## src/rtl/tag_phase_seq_if.sv

```systemverilog
// tag_phase_seq_if: AXI-Stream phase output bundle (tdata/tvalid/tready/tlast) with master/slave views
interface tag_phase_seq_if #(
    parameter int PHASE_WIDTH = 24,
    parameter int NCH         = 2
);
    logic [NCH*PHASE_WIDTH-1:0] tdata;
    logic                       tvalid;
    logic                       tready;
    logic                       tlast;
    modport master (output tdata, tvalid, tlast, input tready);
    modport slave  (input tdata, tvalid, tlast, output tready);
endinterface

```

## src/rtl/tag_phase_seq.sv

```systemverilog
// tag_phase_seq: symbol/location phase sequencer with per-channel offsets; TAG_PHASE_SEQ_DITHER_EN adds LFSR output dither
module tag_phase_seq #(
    parameter int PHASE_WIDTH = 24,
    parameter int CNT_WIDTH   = 24,
    parameter int NSYMB_WIDTH = 16,
    parameter int NLOC_WIDTH  = 3,
    parameter int NCH         = 2,
    parameter int DITHER_BITS = 4
) (
    input  logic                       clk,
    input  logic                       reset_n,
    input  logic                       srst,
    input  logic                       start,
    input  logic                       cfg_oneshot,
    input  logic [CNT_WIDTH-1:0]       cfg_nsig,
    input  logic [NSYMB_WIDTH-1:0]     cfg_nsymb,
    input  logic [NLOC_WIDTH-1:0]      cfg_nloc,
    input  logic [PHASE_WIDTH-1:0]     cfg_start_ph,
    input  logic [PHASE_WIDTH-1:0]     cfg_start_ph_inc,
    input  logic [PHASE_WIDTH-1:0]     cfg_dph_inc,
    input  logic [PHASE_WIDTH-1:0]     cfg_nph_shift,
    input  logic [NCH*PHASE_WIDTH-1:0] cfg_ch_offset,
    tag_phase_seq_if.master            m_phase,
    output logic                       busy,
    output logic                       sync_ready,
    output logic                       cfg_err,
    output logic [NSYMB_WIDTH-1:0]     symb_n,
    output logic [NLOC_WIDTH-1:0]      loc_n
);
    localparam logic [1:0] IDLE = 2'd0, RUN = 2'd1, DONE = 2'd2;
    typedef struct packed {
        logic [1:0]                 state;
        logic                       oneshot;
        logic [CNT_WIDTH-1:0]       nsig;
        logic [NSYMB_WIDTH-1:0]     nsymb;
        logic [NLOC_WIDTH-1:0]      nloc;
        logic [PHASE_WIDTH-1:0]     start_ph;
        logic [PHASE_WIDTH-1:0]     start_ph_inc;
        logic [PHASE_WIDTH-1:0]     dph_inc;
        logic [PHASE_WIDTH-1:0]     nph_shift;
        logic [NCH*PHASE_WIDTH-1:0] ch_offset;
        logic [PHASE_WIDTH-1:0]     phase;
        logic [PHASE_WIDTH-1:0]     inc;
        logic [PHASE_WIDTH-1:0]     sph;
        logic [CNT_WIDTH-1:0]       ncount;
        logic [NSYMB_WIDTH-1:0]     symb;
        logic [NLOC_WIDTH-1:0]      loc;
        logic [NCH*PHASE_WIDTH-1:0] tdata;
        logic                       tvalid;
        logic                       tlast;
        logic                       sync_ready;
        logic                       cfg_err;
    } regs_t;
    regs_t q, d;
    logic cfg_ok, go, hs, eos, eol, eop;
    logic [PHASE_WIDTH-1:0] dith;
    assign cfg_ok = |cfg_nsig && |cfg_nsymb && |cfg_nloc;
    assign go     = q.state == IDLE && start && cfg_ok;
    assign hs     = q.tvalid && m_phase.tready;
    assign eos    = q.ncount == q.nsig;
    assign eol    = eos && q.symb == q.nsymb;
    assign eop    = eol && q.loc == q.nloc - 1'b1;
`ifdef TAG_PHASE_SEQ_DITHER_EN
    logic [15:0] lfsr, lfsr_d;
    assign lfsr_d = hs ? {lfsr[14:0], lfsr[15] ^ lfsr[13] ^ lfsr[12] ^ lfsr[10]} : lfsr;
    assign dith   = PHASE_WIDTH'(lfsr_d[DITHER_BITS-1:0]);
    // Dither generator steps once per accepted sample
    always_ff @(posedge clk or negedge reset_n)
        if (!reset_n) lfsr <= 16'hACE1;
        else lfsr <= srst ? 16'hACE1 : lfsr_d;
`else
    logic [DITHER_BITS-1:0] dbits;
    assign dbits = '0;
    assign dith  = PHASE_WIDTH'(dbits);
`endif
    // Next state: latch config on accepted start, step sample/symbol/location on each handshake
    always_comb begin
        d            = q;
        d.state      = q.state == IDLE ? (go ? RUN : IDLE)
                     : q.state == RUN  ? (hs && eop && q.oneshot ? DONE : RUN)
                     : IDLE;
        d.tvalid     = d.state == RUN;
        d.sync_ready = hs && eop;
        d.cfg_err    = q.state == IDLE && start && !cfg_ok;
        if (go) begin
            d.oneshot      = cfg_oneshot;
            d.nsig         = cfg_nsig;
            d.nsymb        = cfg_nsymb;
            d.nloc         = cfg_nloc;
            d.start_ph     = cfg_start_ph;
            d.start_ph_inc = cfg_start_ph_inc;
            d.dph_inc      = cfg_dph_inc;
            d.nph_shift    = cfg_nph_shift;
            d.ch_offset    = cfg_ch_offset;
        end
        if (go || (hs && eol)) begin
            d.phase  = d.start_ph;
            d.inc    = d.start_ph_inc;
            d.sph    = d.start_ph - d.nph_shift;
            d.ncount = CNT_WIDTH'(1);
            d.symb   = NSYMB_WIDTH'(1);
            d.loc    = go || eop ? '0 : q.loc + 1'b1;
        end else if (hs && eos) begin
            d.phase  = q.sph;
            d.sph    = q.sph - q.nph_shift;
            d.inc    = q.inc + q.dph_inc;
            d.ncount = CNT_WIDTH'(1);
            d.symb   = q.symb + 1'b1;
        end else if (hs) begin
            d.phase  = q.phase + q.inc;
            d.ncount = q.ncount + 1'b1;
        end
        if (go || hs) begin
            for (int k = 0; k < NCH; k++)
                d.tdata[k*PHASE_WIDTH +: PHASE_WIDTH] = (d.phase + d.ch_offset[k*PHASE_WIDTH +: PHASE_WIDTH]) ^ dith;
            d.tlast = d.ncount == d.nsig;
        end
    end
    // All state clears on async reset or sync clear; srst wins over start and handshakes
    always_ff @(posedge clk or negedge reset_n)
        if (!reset_n) q <= '0;
        else q <= srst ? '0 : d;
    assign m_phase.tdata  = q.tdata;
    assign m_phase.tvalid = q.tvalid;
    assign m_phase.tlast  = q.tlast;
    assign busy           = q.state != IDLE;
    assign sync_ready     = q.sync_ready;
    assign cfg_err        = q.cfg_err;
    assign symb_n         = q.symb;
    assign loc_n          = q.loc;
endmodule

```

## src/flat_wrapper.sv

```systemverilog
// flat-port wrapper written by rule: the top's interface ports become plain ports
module tag_phase_seq_flat 
#(
    parameter int PHASE_WIDTH = 24,
    parameter int CNT_WIDTH   = 24,
    parameter int NSYMB_WIDTH = 16,
    parameter int NLOC_WIDTH  = 3,
    parameter int NCH         = 2,
    parameter int DITHER_BITS = 4
)
  (clk, reset_n, srst, start, cfg_oneshot, cfg_nsig, cfg_nsymb, cfg_nloc, cfg_start_ph, cfg_start_ph_inc, cfg_dph_inc, cfg_nph_shift, cfg_ch_offset, busy, sync_ready, cfg_err, symb_n, loc_n, m_phase_tdata, m_phase_tvalid, m_phase_tlast, m_phase_tready);
  tag_phase_seq_if #(.PHASE_WIDTH(PHASE_WIDTH), .NCH(NCH)) m_phase_i ();
  input  logic clk;
  input  logic reset_n;
  input  logic srst;
  input  logic start;
  input  logic cfg_oneshot;
  input  logic [CNT_WIDTH-1:0] cfg_nsig;
  input  logic [NSYMB_WIDTH-1:0] cfg_nsymb;
  input  logic [NLOC_WIDTH-1:0] cfg_nloc;
  input  logic [PHASE_WIDTH-1:0] cfg_start_ph;
  input  logic [PHASE_WIDTH-1:0] cfg_start_ph_inc;
  input  logic [PHASE_WIDTH-1:0] cfg_dph_inc;
  input  logic [PHASE_WIDTH-1:0] cfg_nph_shift;
  input  logic [NCH*PHASE_WIDTH-1:0] cfg_ch_offset;
  output logic busy;
  output logic sync_ready;
  output logic cfg_err;
  output logic [NSYMB_WIDTH-1:0] symb_n;
  output logic [NLOC_WIDTH-1:0] loc_n;
  output wire logic [$bits(m_phase_i.tdata)-1:0] m_phase_tdata;
  output wire logic [$bits(m_phase_i.tvalid)-1:0] m_phase_tvalid;
  output wire logic [$bits(m_phase_i.tlast)-1:0] m_phase_tlast;
  input wire logic [$bits(m_phase_i.tready)-1:0] m_phase_tready;
  assign m_phase_tdata = m_phase_i.tdata;
  assign m_phase_tvalid = m_phase_i.tvalid;
  assign m_phase_tlast = m_phase_i.tlast;
  assign m_phase_i.tready = m_phase_tready;
  tag_phase_seq #(.PHASE_WIDTH(PHASE_WIDTH), .CNT_WIDTH(CNT_WIDTH), .NSYMB_WIDTH(NSYMB_WIDTH), .NLOC_WIDTH(NLOC_WIDTH), .NCH(NCH), .DITHER_BITS(DITHER_BITS)) u_core (.clk(clk), .reset_n(reset_n), .srst(srst), .start(start), .cfg_oneshot(cfg_oneshot), .cfg_nsig(cfg_nsig), .cfg_nsymb(cfg_nsymb), .cfg_nloc(cfg_nloc), .cfg_start_ph(cfg_start_ph), .cfg_start_ph_inc(cfg_start_ph_inc), .cfg_dph_inc(cfg_dph_inc), .cfg_nph_shift(cfg_nph_shift), .cfg_ch_offset(cfg_ch_offset), .m_phase(m_phase_i), .busy(busy), .sync_ready(sync_ready), .cfg_err(cfg_err), .symb_n(symb_n), .loc_n(loc_n));
endmodule
```

## config.mk

```make
export PLATFORM = sky130hd
export DESIGN_NAME = tag_phase_seq_flat
export DESIGN_NICKNAME = d
export VERILOG_FILES = /design/src/rtl/tag_phase_seq_if.sv /design/src/rtl/tag_phase_seq.sv /design/src/flat_wrapper.sv
export SDC_FILE = /design/constraint.sdc
export NUM_CORES = 1
export LEC_CHECK = 0
export CAP_MARGIN = 10
export CORE_MARGIN = 2
export CORE_UTILIZATION = 45
export DETAILED_ROUTE_END_ITERATION = 8
export HOLD_SLACK_MARGIN = 0.05
export PLACE_DENSITY = 0.66
export SLEW_MARGIN = 10
export SYNTH_ARGS = -nofsm -noshare
export SYNTH_HDL_FRONTEND = slang
export SYNTH_SLANG_ARGS = --single-unit
```

## constraint.sdc

```tcl
create_clock -name clk -period 13.5 [get_ports clk]
set_input_delay 2.7 -clock clk [delete_from_list [all_inputs] [get_ports clk]]
set_output_delay 2.7 -clock clk [all_outputs]
set_load 0.01 [all_outputs]
```

# Yosys cells after proc, flatten, opt, wreduce, memory -nomap -nowiden
# Cells that the tools add are included.
[classes] eq_ne=6 n_reduce_logical=25 add_sub_neg=10 n_mux=17
[ops] operator="$mux W357" n=1
[ops] operator="$mux W188" n=1
[ops] operator="$mux W112" n=1
[ops] operator="$add A24 B24 Y24" n=4
[ops] operator="$mux W24" n=4
[ops] operator="$mux W48" n=2
[ops] operator="$eq A24 B24 Y1" n=2
[ops] operator="$sub A24 B24 Y24" n=2
[ops] operator="$add A24 B1 Y24 const B" n=1
[ops] operator="$reduce_or A24 Y1" n=1
[ops] operator="$add A16 B1 Y16 const B" n=1
[ops] operator="$eq A16 B16 Y1" n=1
[ops] operator="$mux W16" n=1
[ops] operator="$reduce_or A16 Y1" n=1
[ops] operator="$logic_and A1 B1 Y1" n=12
[ops] operator="$reduce_bool A2 Y1" n=4
[ops] operator="$mux W2" n=3
[ops] operator="$mux W3" n=2
[ops] operator="$eq A2 B1 Y1 const B" n=2
[ops] operator="$add A3 B1 Y3 const B" n=1
[ops] operator="$eq A3 B3 Y1" n=1
[ops] operator="$logic_or A1 B1 Y1" n=3
[ops] operator="$reduce_bool A3 Y1" n=1
[ops] operator="$reduce_or A3 Y1" n=1
[ops] operator="other kinds (4)" n=5
[totals] out_inout_bits=72 word_cells=79 ff_bits=357

# Longest topological paths before layout
# Gate-level depths: netlist of run 1.
[depth] word_depth=10 mapped_depth=24 ltp_nobuf=24

# Worst setup path before layout of run 1
# No wires, ideal clock.
[synth_timing] path_type="input to register" start="input port cfg_nsig[11]" end="register u_core.q, in the netlist u_core.m_phase.tdata[23]" setup_time_ps=133 slack_ps=6444 required_ps=13367 cell_stages=19 arrival_time_ps=6923 path_cell_list="nor4_1 > nand4_1 > o2111ai_2 > buf_4 > mux2i_1 > inv_1 > o21ai_0 > inv_1 > ha_1 > a21oi_1 > o211ai_1 > a2111oi_2 > nor3_1 > o31ai_1 > a21oi_1 > a211oi_1 > nor2_1 > a221oi_1 > nand3b_1"
[synth_via] elab_chain_cells=9 word_cells_on_any_way=12 cone_classes="1 x add/sub; 4 x mux; 7 x reduce/logical"
[synth_rtl] element="start, declared" line="flat_wrapper.sv:18" text="input logic [CNT_WIDTH-1:0] cfg_nsig;"
[synth_rtl] element="$reduce_or A24 Y1 *" line="tag_phase_seq.sv:57" text="assign cfg_ok = |cfg_nsig && |cfg_nsymb && |cfg_nloc;"
[synth_rtl] element="$logic_and A1 B1 Y1 * (2 in series)" line="tag_phase_seq.sv:57"
[synth_rtl] element="$logic_and A1 B1 Y1 *" line="tag_phase_seq.sv:58" text="assign go = q.state == IDLE && start && cfg_ok;"
[synth_rtl] element="$mux W188 or $logic_or A1 B1 Y1 (tied branches)" line="tag_phase_seq.sv:85, tag_phase_seq.sv:96"
[synth_rtl] element="$mux W112" line="tag_phase_seq.sv:96" text="if (go || (hs && eol)) begin"
[synth_rtl] element="$add A24 B24 Y24" line="tag_phase_seq.sv:115" text="d.tdata[k*PHASE_WIDTH +: PHASE_WIDTH] = (d.phase + d.ch_offset[k*PHASE_WIDTH +: PHASE_WIDTH]) ^ dith;"
[synth_rtl] element="$mux W48" line="tag_phase_seq.sv:113" text="if (go || hs) begin"
[synth_rtl] element="$mux W357" line="tag_phase_seq.sv:122" text="else q <= srst ? '0 : d;"
[synth_rtl] element="end signal, assigned" line="tag_phase_seq.sv:122"
[synth_rtl] element="end, declared" line="tag_phase_seq.sv:54" text="regs_t q, d;"
# Every way passes the cells marked *; elsewhere a longest branch is shown, timed or not. The select of a mux whose other input is x is not followed.
# A chain may end at the register's enable or synchronous reset.

# Worst setup path in the final report of run 1
[layout_timing] start="input port cfg_nsig[14]" end="register u_core.q, in the netlist u_core.m_phase.tdata[23]"
# The elaborated chain is that of the path after synthesis.

==> results.sh, run 1 <==
export IMPL_synth_xor_area_share_pct=7.41
export IMPL_drv_slew=0
export IMPL_place_congestion=0.931
export IMPL_rsz0062_at_grt="no"
export IMPL_cp_top_family="compound AO/OA/AOI/OAI gates"
export IMPL_leakage_nw=12.8
export IMPL_synthSimpleGateAreaFrac_pct=19.5
export IMPL_critPathMaxFanout=49
export IMPL_cp_startpoint="cfg_nsig[14]"
export IMPL_hold_violations=0
export IMPL_reg2reg_from="u_core.q[353]"
export IMPL_dieWidth_um=234
export IMPL_grt_pass1_wl_mm=117
export IMPL_critPathKind="input pin to flip-flop"
export IMPL_clock_sinks=357
export IMPL_die_area_um2=54600
export IMPL_postPlaceCellArea_um2=26500
export IMPL_cp_slowest_stage_delay_ps=660
export IMPL_crit_reg2reg_capture="u_core.m_phase.tdata[23]"
export IMPL_timing_final_crit_period_ps=8250
export IMPL_clock_latency_ps=580
export IMPL_htreeDepth=2
export IMPL_synth_commonest_cells="nand2_1, dfrtp_1, a21oi_1"
export IMPL_antenna_found_initial=0
export IMPL_reg2reg_slack_ps=7120
export IMPL_synth_seq_area_share_pct=37.6
export IMPL_period_share_pct=61.1
export IMPL_wl_met1_mm=31.3
export IMPL_async_reset_ff_share_pct=100
export IMPL_grt_overflow=0
export IMPL_synthToLayoutAreaGrowth_pct=17.4
export IMPL_hold_class="flip-flop to flip-flop"
export IMPL_met3WireLength_mm=3.75
export IMPL_drtPass1Iterations=5
export IMPL_drive_above_1_share_pct=4.46
export IMPL_synth_area_mux_share_pct=1.44
export IMPL_yosysTopAreaCellShare_pct=37.6
export IMPL_wire_per_inst_um=20.5
export IMPL_drc=0
export IMPL_yosysTopAreaCell="dfrtp_1"
export IMPL_critical_path_cell_count=21
export IMPL_end_kind="flip-flop"
export IMPL_synth_compound_area_share_pct=20.1
export IMPL_highest_layer="met4"
export IMPL_cp_start_kind="input pin"
export IMPL_cts_tree="yes"
export IMPL_powerDensity_nw_per_um2=126
export IMPL_path_cells="clkdlybuf4s50_1, nor4_1, nand3_1, o2111ai_4, buf_4, mux2i_1, inv_1, o21ai_0, buf_4, inv_1, ha_1, a21oi_1, o211ai_1, a2111oi_2, nor3_1, o31ai_1, a21oi_1, a211oi_1, nor2_1, a221oi_1, nand3b_1"
export IMPL_fin_skew_ps=26.6
export IMPL_synth_area_per_cell_um2=8.43
export IMPL_numCtsBuffers=41
export IMPL_design_portCount=265
export IMPL_path_buf_inv=5
export IMPL_start_util_pct=45.3
export IMPL_core_area_um2=52300
export IMPL_postSynthCellCount=2815
export IMPL_max_cap_violations=0
export IMPL_cp_required_ps=13960
export IMPL_ir_worst_vdd_v=0.0000886
export IMPL_cts_resized_gates=0
export IMPL_clock_fmax_ghz=0.121
export IMPL_r2r_cells=21
export IMPL_routed_wl_mm=75.3
export IMPL_synth_seq_cells=357
export IMPL_numPortBuffers=264
export IMPL_netlist_area_um2=23700
export IMPL_finalSetupTns_ps=0
export IMPL_hpwl_mm=55.4
export IMPL_cp_arrival_ps=8710
export IMPL_vias_per_cell=5.77
export IMPL_seq_area_um2=8930
export IMPL_stdcell_area_um2=27900
export IMPL_clk_pin_slew_worst_paths_ps=70
export IMPL_die_height_um=234
export IMPL_status="finished, final reports clean"
export IMPL_placementRows=84
export IMPL_synth_warnings=0
export IMPL_slowest_stage="o2111ai_4"
export IMPL_fin_nets=3294
export IMPL_wl_met2_mm=37.0
export IMPL_track_usage_pct=27.4
export IMPL_num_vias=21200
export IMPL_multiInputGateArea_um2=13500
export IMPL_yosysMostFrequentCell="nand2_1"
export IMPL_postRouteAntennaNets=0
export IMPL_synth_ff_type="dfrtp_1"
export IMPL_drt_iter0_drc=1494
export IMPL_grt_max_degree=149
export IMPL_slew_headroom_pct=22.6
export IMPL_cts_hold_fix_buffers=0
export IMPL_tightest_slew_ps=1160
export IMPL_n_antenna_cell=0
export IMPL_fill_cells=4861
export IMPL_grt_pass1_vias=21000
export IMPL_yosys_top_cells_area="dfrtp_1, nand2_1, ha_1"
export IMPL_synthAdderAreaFrac_pct=8.10
export IMPL_clockBufferDepth=3
export IMPL_endpoint="u_core.m_phase.tdata[23]"
export IMPL_synth_nets=3158
export IMPL_synthDistinctLibCells=85
export IMPL_root_buffer="clkbuf_16"
export IMPL_postCtsSetupBuffers=0
export IMPL_setup_viol=0
export IMPL_synth_edf_count=0
export IMPL_synth_top_family_by_area="compound AO/OA/AOI/OAI gates"
==> through the flow <==
stage,setup slack (ps),total power [mW],std cells,util [%],hold WS [ps]
floorplan,6440,1.99,2815,-,444
global placement,4750,2.32,3596,50.6,471
detailed placement,4680,2.34,3596,50.6,474
CTS,5250,3.52,3672,53.2,488
global route,4710,3.68,3672,53.2,525
finish,5250,3.50,3672,53.2,484
==> final cells by class <==
type | count | area share (%)
multi-input combinational | 2174 | 48.4
timing repair buffer | 290 | 10.3
inverter | 87 | 1.17
tap | 688 | 3.09
sequential | 357 | 32.1
clock inverter | 14 | 0.552
clock buffer | 62 | 4.44
==> layer usage <==
| layer | global-route usage (%) | vias up |
|---|---|---|
| met3 | 3.65 | 146 |
| met2 | 47.0 | 626 |
| met1 | 34.7 | 10300 |
| li1 | - | 10100 |
| met5 | 0 | - |
| met4 | 11.4 | 0 |
==> logic make-up (layout without fill, tap and decap cells) <==
kind of cell	after synthesis	in the layout
AO/OA/AOI/OAI	749	749
buffers and inverters	284	453
AND/OR/NAND/NOR	1042	1042
XOR/XNOR	199	199
adder cells (fa/ha/maj)	150	150
flip-flops	357	357
multiplexers	34	34
==> report_power, final <==
| part | switching, mW | internal, mW |
|---|---|---|
| Clock | 0.472 | 0.691 |
| Combinational | 0.630 | 0.470 |
| Sequential | 0.0758 | 1.16 |
| Total | 1.18 | 2.32 |
==> worst min-delay path, cell delays in order (launching register included) <==
cell     delay, ps
dfrtp_1        340
nand2_1         50
o31ai_1         60
==> cells in the final DEF, fill, tap and decap left out, drive strengths merged, types with 8 or more instances in the layout <==
cell and n:
a22o 29, nand2 492, xnor2 108, a311oi 9
clkbuf 63, nor2 255, nand2b 13, o21bai 14
nor4 21, o21ai 104, nand4 24, inv 88
clkinv 8, nand3 51, o311ai 8, o31ai 22
mux2i 33, o211ai 24, buf 27, clkdlybuf4s50 262
and3 25, a21o 48, xor2 91, o41ai 10
a21oi 313, a211oi 47, or3 17, nor3 53
and2 33, ha 144, a31oi 17, nor2b 25
o21a 33, dfrtp 357
==> registers in the layout (all words and copies together) (netlist names) <==
signal	cells
u_core.m_phase.tvalid	1
u_core.loc_n	3
u_core.m_phase.tdata	48
u_core.symb_n	16
u_core.q	286
u_core.sync_ready	1
u_core.m_phase.tlast	1
u_core.cfg_err	1
==> worst min-delay path by stage <==
stage,startpoint,end,depth (start not counted)
after global routing,u_core.m_phase.tdata[5],u_core.m_phase.tdata[5],2
final,u_core.m_phase.tdata[28],u_core.m_phase.tdata[28],2
after detailed placement,u_core.m_phase.tdata[28],u_core.m_phase.tdata[28],2
after floorplan,u_core.m_phase.tdata[10],u_core.m_phase.tdata[10],2
after global placement,u_core.m_phase.tdata[28],u_core.m_phase.tdata[28],2
after CTS,u_core.m_phase.tdata[28],u_core.m_phase.tdata[28],2
(Power assumes the default switching activity.)
==> run 2: changes to the inputs <==
Clock period 13.5 ns to 7.9 ns, I/O delays scaled along.
==> results.sh, run 2 (synthesis results as in run 1) <==
export IMPL_slew_headroom_pct=17.0
export IMPL_path_cells="clkdlybuf4s50_1, nor4_1, nand4_1, o211ai_1, nor3_2, buf_4, nor2_2, buf_4, o211ai_1, o21ai_0, buf_4, inv_1, ha_1, a21oi_1, o211ai_1, a2111oi_2, nor3_1, o31ai_1, a21oi_1, a211oi_1, nor2_1, a221oi_1, nand3b_1"
export IMPL_cp_slowest_stage_delay_ps=550
export IMPL_fin_nets=3302
export IMPL_start_util_pct=45.3
export IMPL_rsz0062_at_grt="no"
export IMPL_pwr_share_clk_pct=33.1
export IMPL_setup_slack_ps=1090
export IMPL_clock_sinks=357
export IMPL_end_kind="flip-flop"
export IMPL_whs_ps=493
export IMPL_track_usage_pct=27.0
export IMPL_hold_violations=0
export IMPL_cts_tree="yes"
export IMPL_most_common_layout_cells="nand2_1, dfrtp_1, a21oi_1"
export IMPL_design_portCount=265
export IMPL_die_height_um=234
export IMPL_status="finished, final reports clean"
export IMPL_numPortBuffers=264
export IMPL_dieWidth_um=234
export IMPL_cp_arrival_ps=7250
export IMPL_drt_iter0_drc=1540
export IMPL_critPathMaxFanout=7
export IMPL_slowest_stage="a2111oi_2"
export IMPL_setup_viol=0
export IMPL_combPwrFrac_pct=31.4
export IMPL_top_register="u_core.q"
export IMPL_cts_resized_gates=0
export IMPL_numCtsBuffers=43
export IMPL_period_share_pct=86.2
export IMPL_grt_max_degree=162
export IMPL_hold_class="flip-flop to flip-flop"
export IMPL_synthToLayoutAreaGrowth_pct=17.6
export IMPL_drc=0
export IMPL_drv_slew=0
export IMPL_root_buffer="clkbuf_16"
export IMPL_wire_per_inst_um=20.3
export IMPL_postRouteAntennaNets=0
export IMPL_leakage_nw=12.8
export IMPL_place_ws_ps=631
export IMPL_clk_pin_slew_worst_paths_ps=60
export IMPL_drtPass1Iterations=5
export IMPL_stdcell_area_um2=27900
export IMPL_sw_frac_of_total_pct=33.4
export IMPL_finalSetupTns_ps=0
export IMPL_htreeDepth=2
export IMPL_grt_pass1_vias=20700
export IMPL_placementRows=84
export IMPL_fin_skew_ps=14.7
export IMPL_postPlaceCellArea_um2=26500
export IMPL_p_int_mw=3.96
export IMPL_cts_hold_fix_buffers=0
export IMPL_cp_start_kind="input pin"
export IMPL_grt_overflow=0
export IMPL_cp_required_ps=8340
export IMPL_grt_pass1_wl_mm=115
export IMPL_switchingPower_mw=1.99
export IMPL_place_congestion=0.918
export IMPL_antenna_found_initial=0
export IMPL_timing_final_crit_period_ps=6810
export IMPL_num_vias=21100
export IMPL_largest_register_ffs=286
export IMPL_critPathKind="input pin to flip-flop"
export IMPL_postCtsSetupBuffers=0
export IMPL_p_seq_share_pct=35.6
export IMPL_tightest_slew_ps=1240
export IMPL_core_area_um2=52300
export IMPL_routed_wl_mm=74.6
export IMPL_max_cap_violations=0
export IMPL_final_common_cell="nand2_1"
export IMPL_vias_per_cell=5.72
export IMPL_drive_above_1_share_pct=4.62
export IMPL_fin_cells=3678
export IMPL_die_area_um2=54600
export IMPL_hpwl_mm=55.0
export IMPL_clockBufferDepth=3
export IMPL_placed_cells=3602
export IMPL_clock_fmax_ghz=0.147
export IMPL_ir_worst_vdd_v=0.000144
export IMPL_clock_latency_ps=570
export IMPL_powerDensity_nw_per_um2=213
## run 2: cell count changes in the layout (fill, tap and decap cells not counted), moves of 2 or more
cell and change:
buf_4 +4, clkbuf_8 +2, buf_12 +2, clkbuf_16 +2, bufinv_16 -2
## run 2: power groups by stage
stage	logic (mW)	clock network, mW	registers [mW]
floorplan	1.32	0	2.09
global placement	1.82	0	2.15
detailed placement	1.85	0	2.15
CTS	1.87	2.01	2.12
global route	2.06	2.09	2.13
finish	1.87	1.97	2.12
## run 2: final timing paths
check / startpoint / endpoint / slack, ps / depth (start not counted)
min: u_core.m_phase.tdata[2] / u_core.m_phase.tdata[2] / 490 / 2
max reg2reg: u_core.symb_n[14] / u_core.m_phase.tdata[23] / 1190 / 18
min in group asynchronous: reset_n / u_core.q[323] / 1000 / 1
max in group asynchronous: reset_n / u_core.m_phase.tdata[10] / 5530 / 2
max: cfg_nsig[5] / u_core.m_phase.tdata[23] / 1090 / 23
min reg2reg: u_core.m_phase.tdata[2] / u_core.m_phase.tdata[2] / 490 / 2
## run 2: through the flow
step           util, %  total power, mW
6_report          53.3             5.96
5_1_grt           53.3             6.28
4_1_cts           53.3             5.99
3_5_place_dp      50.7             4.00
3_3_place_gp      50.7             3.97
2_1_floorplan        -             3.41
## run 2: area by class of cell
class                           instances  area (um2)
Sequential cell                       357        8930
Tap cell                              688         861
Inverter                               87         327
Fill cell                            4920       24400
Timing Repair Buffer                  296        2940
Clock inverter                          9        72.6
Antenna cell                            1        2.50
Multi-Input combinational cell       2174       13500
Clock buffer                           66        1320
## run 2: routing by layer
metal / up-vias / track usage (%) / part of all wire, %
li1: 10100 / - / -
met1: 10200 / 33.9 / 42
met2: 598 / 47.0 / 49
met3: 143 / 3.33 / 4.9
met4: 0 / 11.0 / 4.1
met5: - / 0 / 0
## run 2: worst max-delay path, delay by kind of cell
family,cells,cell delay (ps)
AOI/OAI and AO/OA,10,2720
adders and majority gates,1,290
buffers and inverters,5,1120
and+or+nand+nor,7,1490
==> run 3: changes to the inputs <==
Settings changed: CORE_MARGIN 2 to unset.
==> results.sh, run 3 (synthesis results as in run 1) <==
export IMPL_status="finished, final reports clean"
export IMPL_hpwl_mm=54.9
export IMPL_critPathKind="input pin to flip-flop"
export IMPL_fill_cells=4833
export IMPL_r2r_cells=20
export IMPL_hold_violations=0
export IMPL_cts_resized_gates=0
export IMPL_setup_slack_ps=1200
export IMPL_reg2reg_from="u_core.q[353]"
export IMPL_clock_latency_ps=580
export IMPL_cp_start_kind="input pin"
export IMPL_critical_path_cell_count=20
export IMPL_crit_reg2reg_capture="u_core.m_phase.tdata[23]"
export IMPL_antenna_found_initial=0
export IMPL_grt_pass1_wl_mm=117
export IMPL_slowest_stage="nor3_2"
export IMPL_postCtsSetupBuffers=0
export IMPL_leakage_nw=12.8
export IMPL_start_util_pct=45.9
export IMPL_clk_pin_slew_worst_paths_ps=60
export IMPL_sw_frac_of_total_pct=33.4
export IMPL_powerDensity_nw_per_um2=215
export IMPL_clock_fmax_ghz=0.149
export IMPL_switchingPower_mw=2.00
export IMPL_synthToLayoutAreaGrowth_pct=17.8
export IMPL_cts_hold_fix_buffers=0
export IMPL_fin_nets=3300
export IMPL_grt_overflow=0
export IMPL_wire_per_inst_um=20.3
export IMPL_p_int_mw=4.00
export IMPL_timing_final_crit_period_ps=6700
export IMPL_cp_top_family="compound AO/OA/AOI/OAI gates"
export IMPL_grt_pass1_vias=21200
export IMPL_clock_sinks=357
export IMPL_tightest_slew_ps=1120
export IMPL_drtPass1Iterations=5
export IMPL_setup_viol=0
export IMPL_die_area_um2=53700
export IMPL_path_buf_inv=2
export IMPL_period_share_pct=84.9
export IMPL_critPathMaxFanout=107
export IMPL_core_area_um2=51700
export IMPL_numCtsBuffers=41
export IMPL_wl_met2_mm=36.6
export IMPL_path_cells="clkdlybuf4s50_1, nor4_1, nand4_1, o211ai_1, nor3_2, buf_12, nand2_1, nand2_1, nor2_1, a21oi_1, ha_1, or2_2, a211oi_1, nor3_1, o31ai_1, a21oi_1, a211oi_1, nor2_1, a221oi_1, nand3b_1"
export IMPL_die_height_um=232
export IMPL_design_portCount=265
export IMPL_highest_layer="met4"
export IMPL_htreeDepth=2
export IMPL_numPortBuffers=264
export IMPL_p_seq_share_pct=35.2
export IMPL_cp_slowest_stage_delay_ps=510
export IMPL_clockBufferDepth=3
export IMPL_num_vias=21300
export IMPL_placementRows=83
export IMPL_met3WireLength_mm=3.20
export IMPL_fin_skew_ps=23.5
export IMPL_min_to="u_core.m_phase.tdata[5]"
export IMPL_combPwrFrac_pct=31.4
export IMPL_ir_worst_vdd_v=0.000142
export IMPL_drive_above_1_share_pct=4.72
export IMPL_worstHoldStart="u_core.m_phase.tdata[5]"
export IMPL_final_common_cell="nand2_1"
export IMPL_fin_cells=3666
export IMPL_largest_register_ffs=286
export IMPL_pwr_share_clk_pct=33.5
export IMPL_finalSetupTns_ps=0
export IMPL_end_kind="flip-flop"
export IMPL_cp_arrival_ps=7140
export IMPL_min_path_cells=2
export IMPL_drc=0
export IMPL_reg2reg_slack_ps=1820
export IMPL_track_usage_pct=27.8
export IMPL_wl_met1_mm=31.2
export IMPL_cp_required_ps=8330
export IMPL_drt_iter0_drc=1553
export IMPL_most_common_layout_cells="nand2_1, dfrtp_1, a21oi_1"
export IMPL_cts_tree="yes"
export IMPL_dieWidth_um=232
export IMPL_placed_cells=3593
export IMPL_place_ws_ps=690
export IMPL_routed_wl_mm=74.5
export IMPL_grt_max_degree=156
export IMPL_slew_headroom_pct=25.0
export IMPL_hold_class="flip-flop to flip-flop"
export IMPL_rsz0062_at_grt="no"
export IMPL_place_congestion=0.941
export IMPL_top_register="u_core.q"
export IMPL_root_buffer="clkbuf_16"
export IMPL_postRouteAntennaNets=0
export IMPL_drv_slew=0
export IMPL_max_cap_violations=0
export IMPL_vias_per_cell=5.80
export IMPL_n_antenna_cell=0
[run 3: area by class of cell]
cell class                 instances  area (um2)  share of cell area [%]
clock buffer                      60        1270                    4.54
clock inverter                    12         139                   0.497
inverter                          87         327                    1.17
multi-input combinational       2174       13500                    48.2
sequential                       357        8930                    32.0
tap                              680         851                    3.04
timing repair buffer             296        2960                    10.6
[run 3: power by group through the flow]
| stage | registers (mW) | clock network [mW] | logic [mW] |
|---|---|---|---|
| floorplan | 2.09 | 0 | 1.32 |
| global placement | 2.14 | 0 | 1.83 |
| detailed placement | 2.14 | 0 | 1.86 |
| CTS | 2.11 | 2.05 | 1.88 |
| global route | 2.13 | 2.11 | 2.07 |
| finish | 2.11 | 2.01 | 1.88 |
[run 3: metal layers]
metal,up-vias,GRT usage [%]
li1,10100,-
met1,10400,34.7
met2,628,48.1
met3,156,2.84
met4,0,12.9
met5,-,0
[run 3: worst register-to-register path: stages, from the launching register on]
cell       delay, ps
dfrtp_1          470
xnor2_1          190
nand4_1          210
nor4_4           410
nand2_2          440
inv_1            710
nand2_1          130
a21oi_1          150
a211oi_1          80
a21oi_1          430
ha_1             350
nand2_1           90
o211ai_1         170
a2111oi_2        560
nor3_1           160
o31ai_1          480
a21oi_1          130
a211oi_1         370
nor2_1           100
a221oi_1         210
nand3b_1         110
[run 3: worst max-delay path by stage]
stage / startpoint / to
3_5_place_dp: cfg_nsymb[0] / u_core.m_phase.tdata[23]
2_1_floorplan: cfg_nsig[11] / u_core.m_phase.tdata[23]
4_1_cts: cfg_nsymb[0] / u_core.m_phase.tdata[23]
6_report: cfg_nsymb[0] / u_core.m_phase.tdata[23]
5_1_grt: cfg_nsymb[10] / u_core.m_phase.tdata[23]
3_3_place_gp: cfg_nsig[5] / u_core.m_phase.tdata[23]
[run 3: through the flow]
| step | area [um2] | total power, mW | util (%) | hold slack, ps |
|---|---|---|---|---|
| 3_5_place_dp | 26500 | 4.01 | 51.3 | 471 |
| 6_report | 27900 | 6.01 | 54.0 | 480 |
| 2_1_floorplan | 23700 | 3.41 | - | 444 |
| 5_1_grt | 27900 | 6.31 | 54.0 | 521 |
| 4_1_cts | 27900 | 6.04 | 54.0 | 484 |
| 3_3_place_gp | 26500 | 3.97 | 51.3 | 468 |
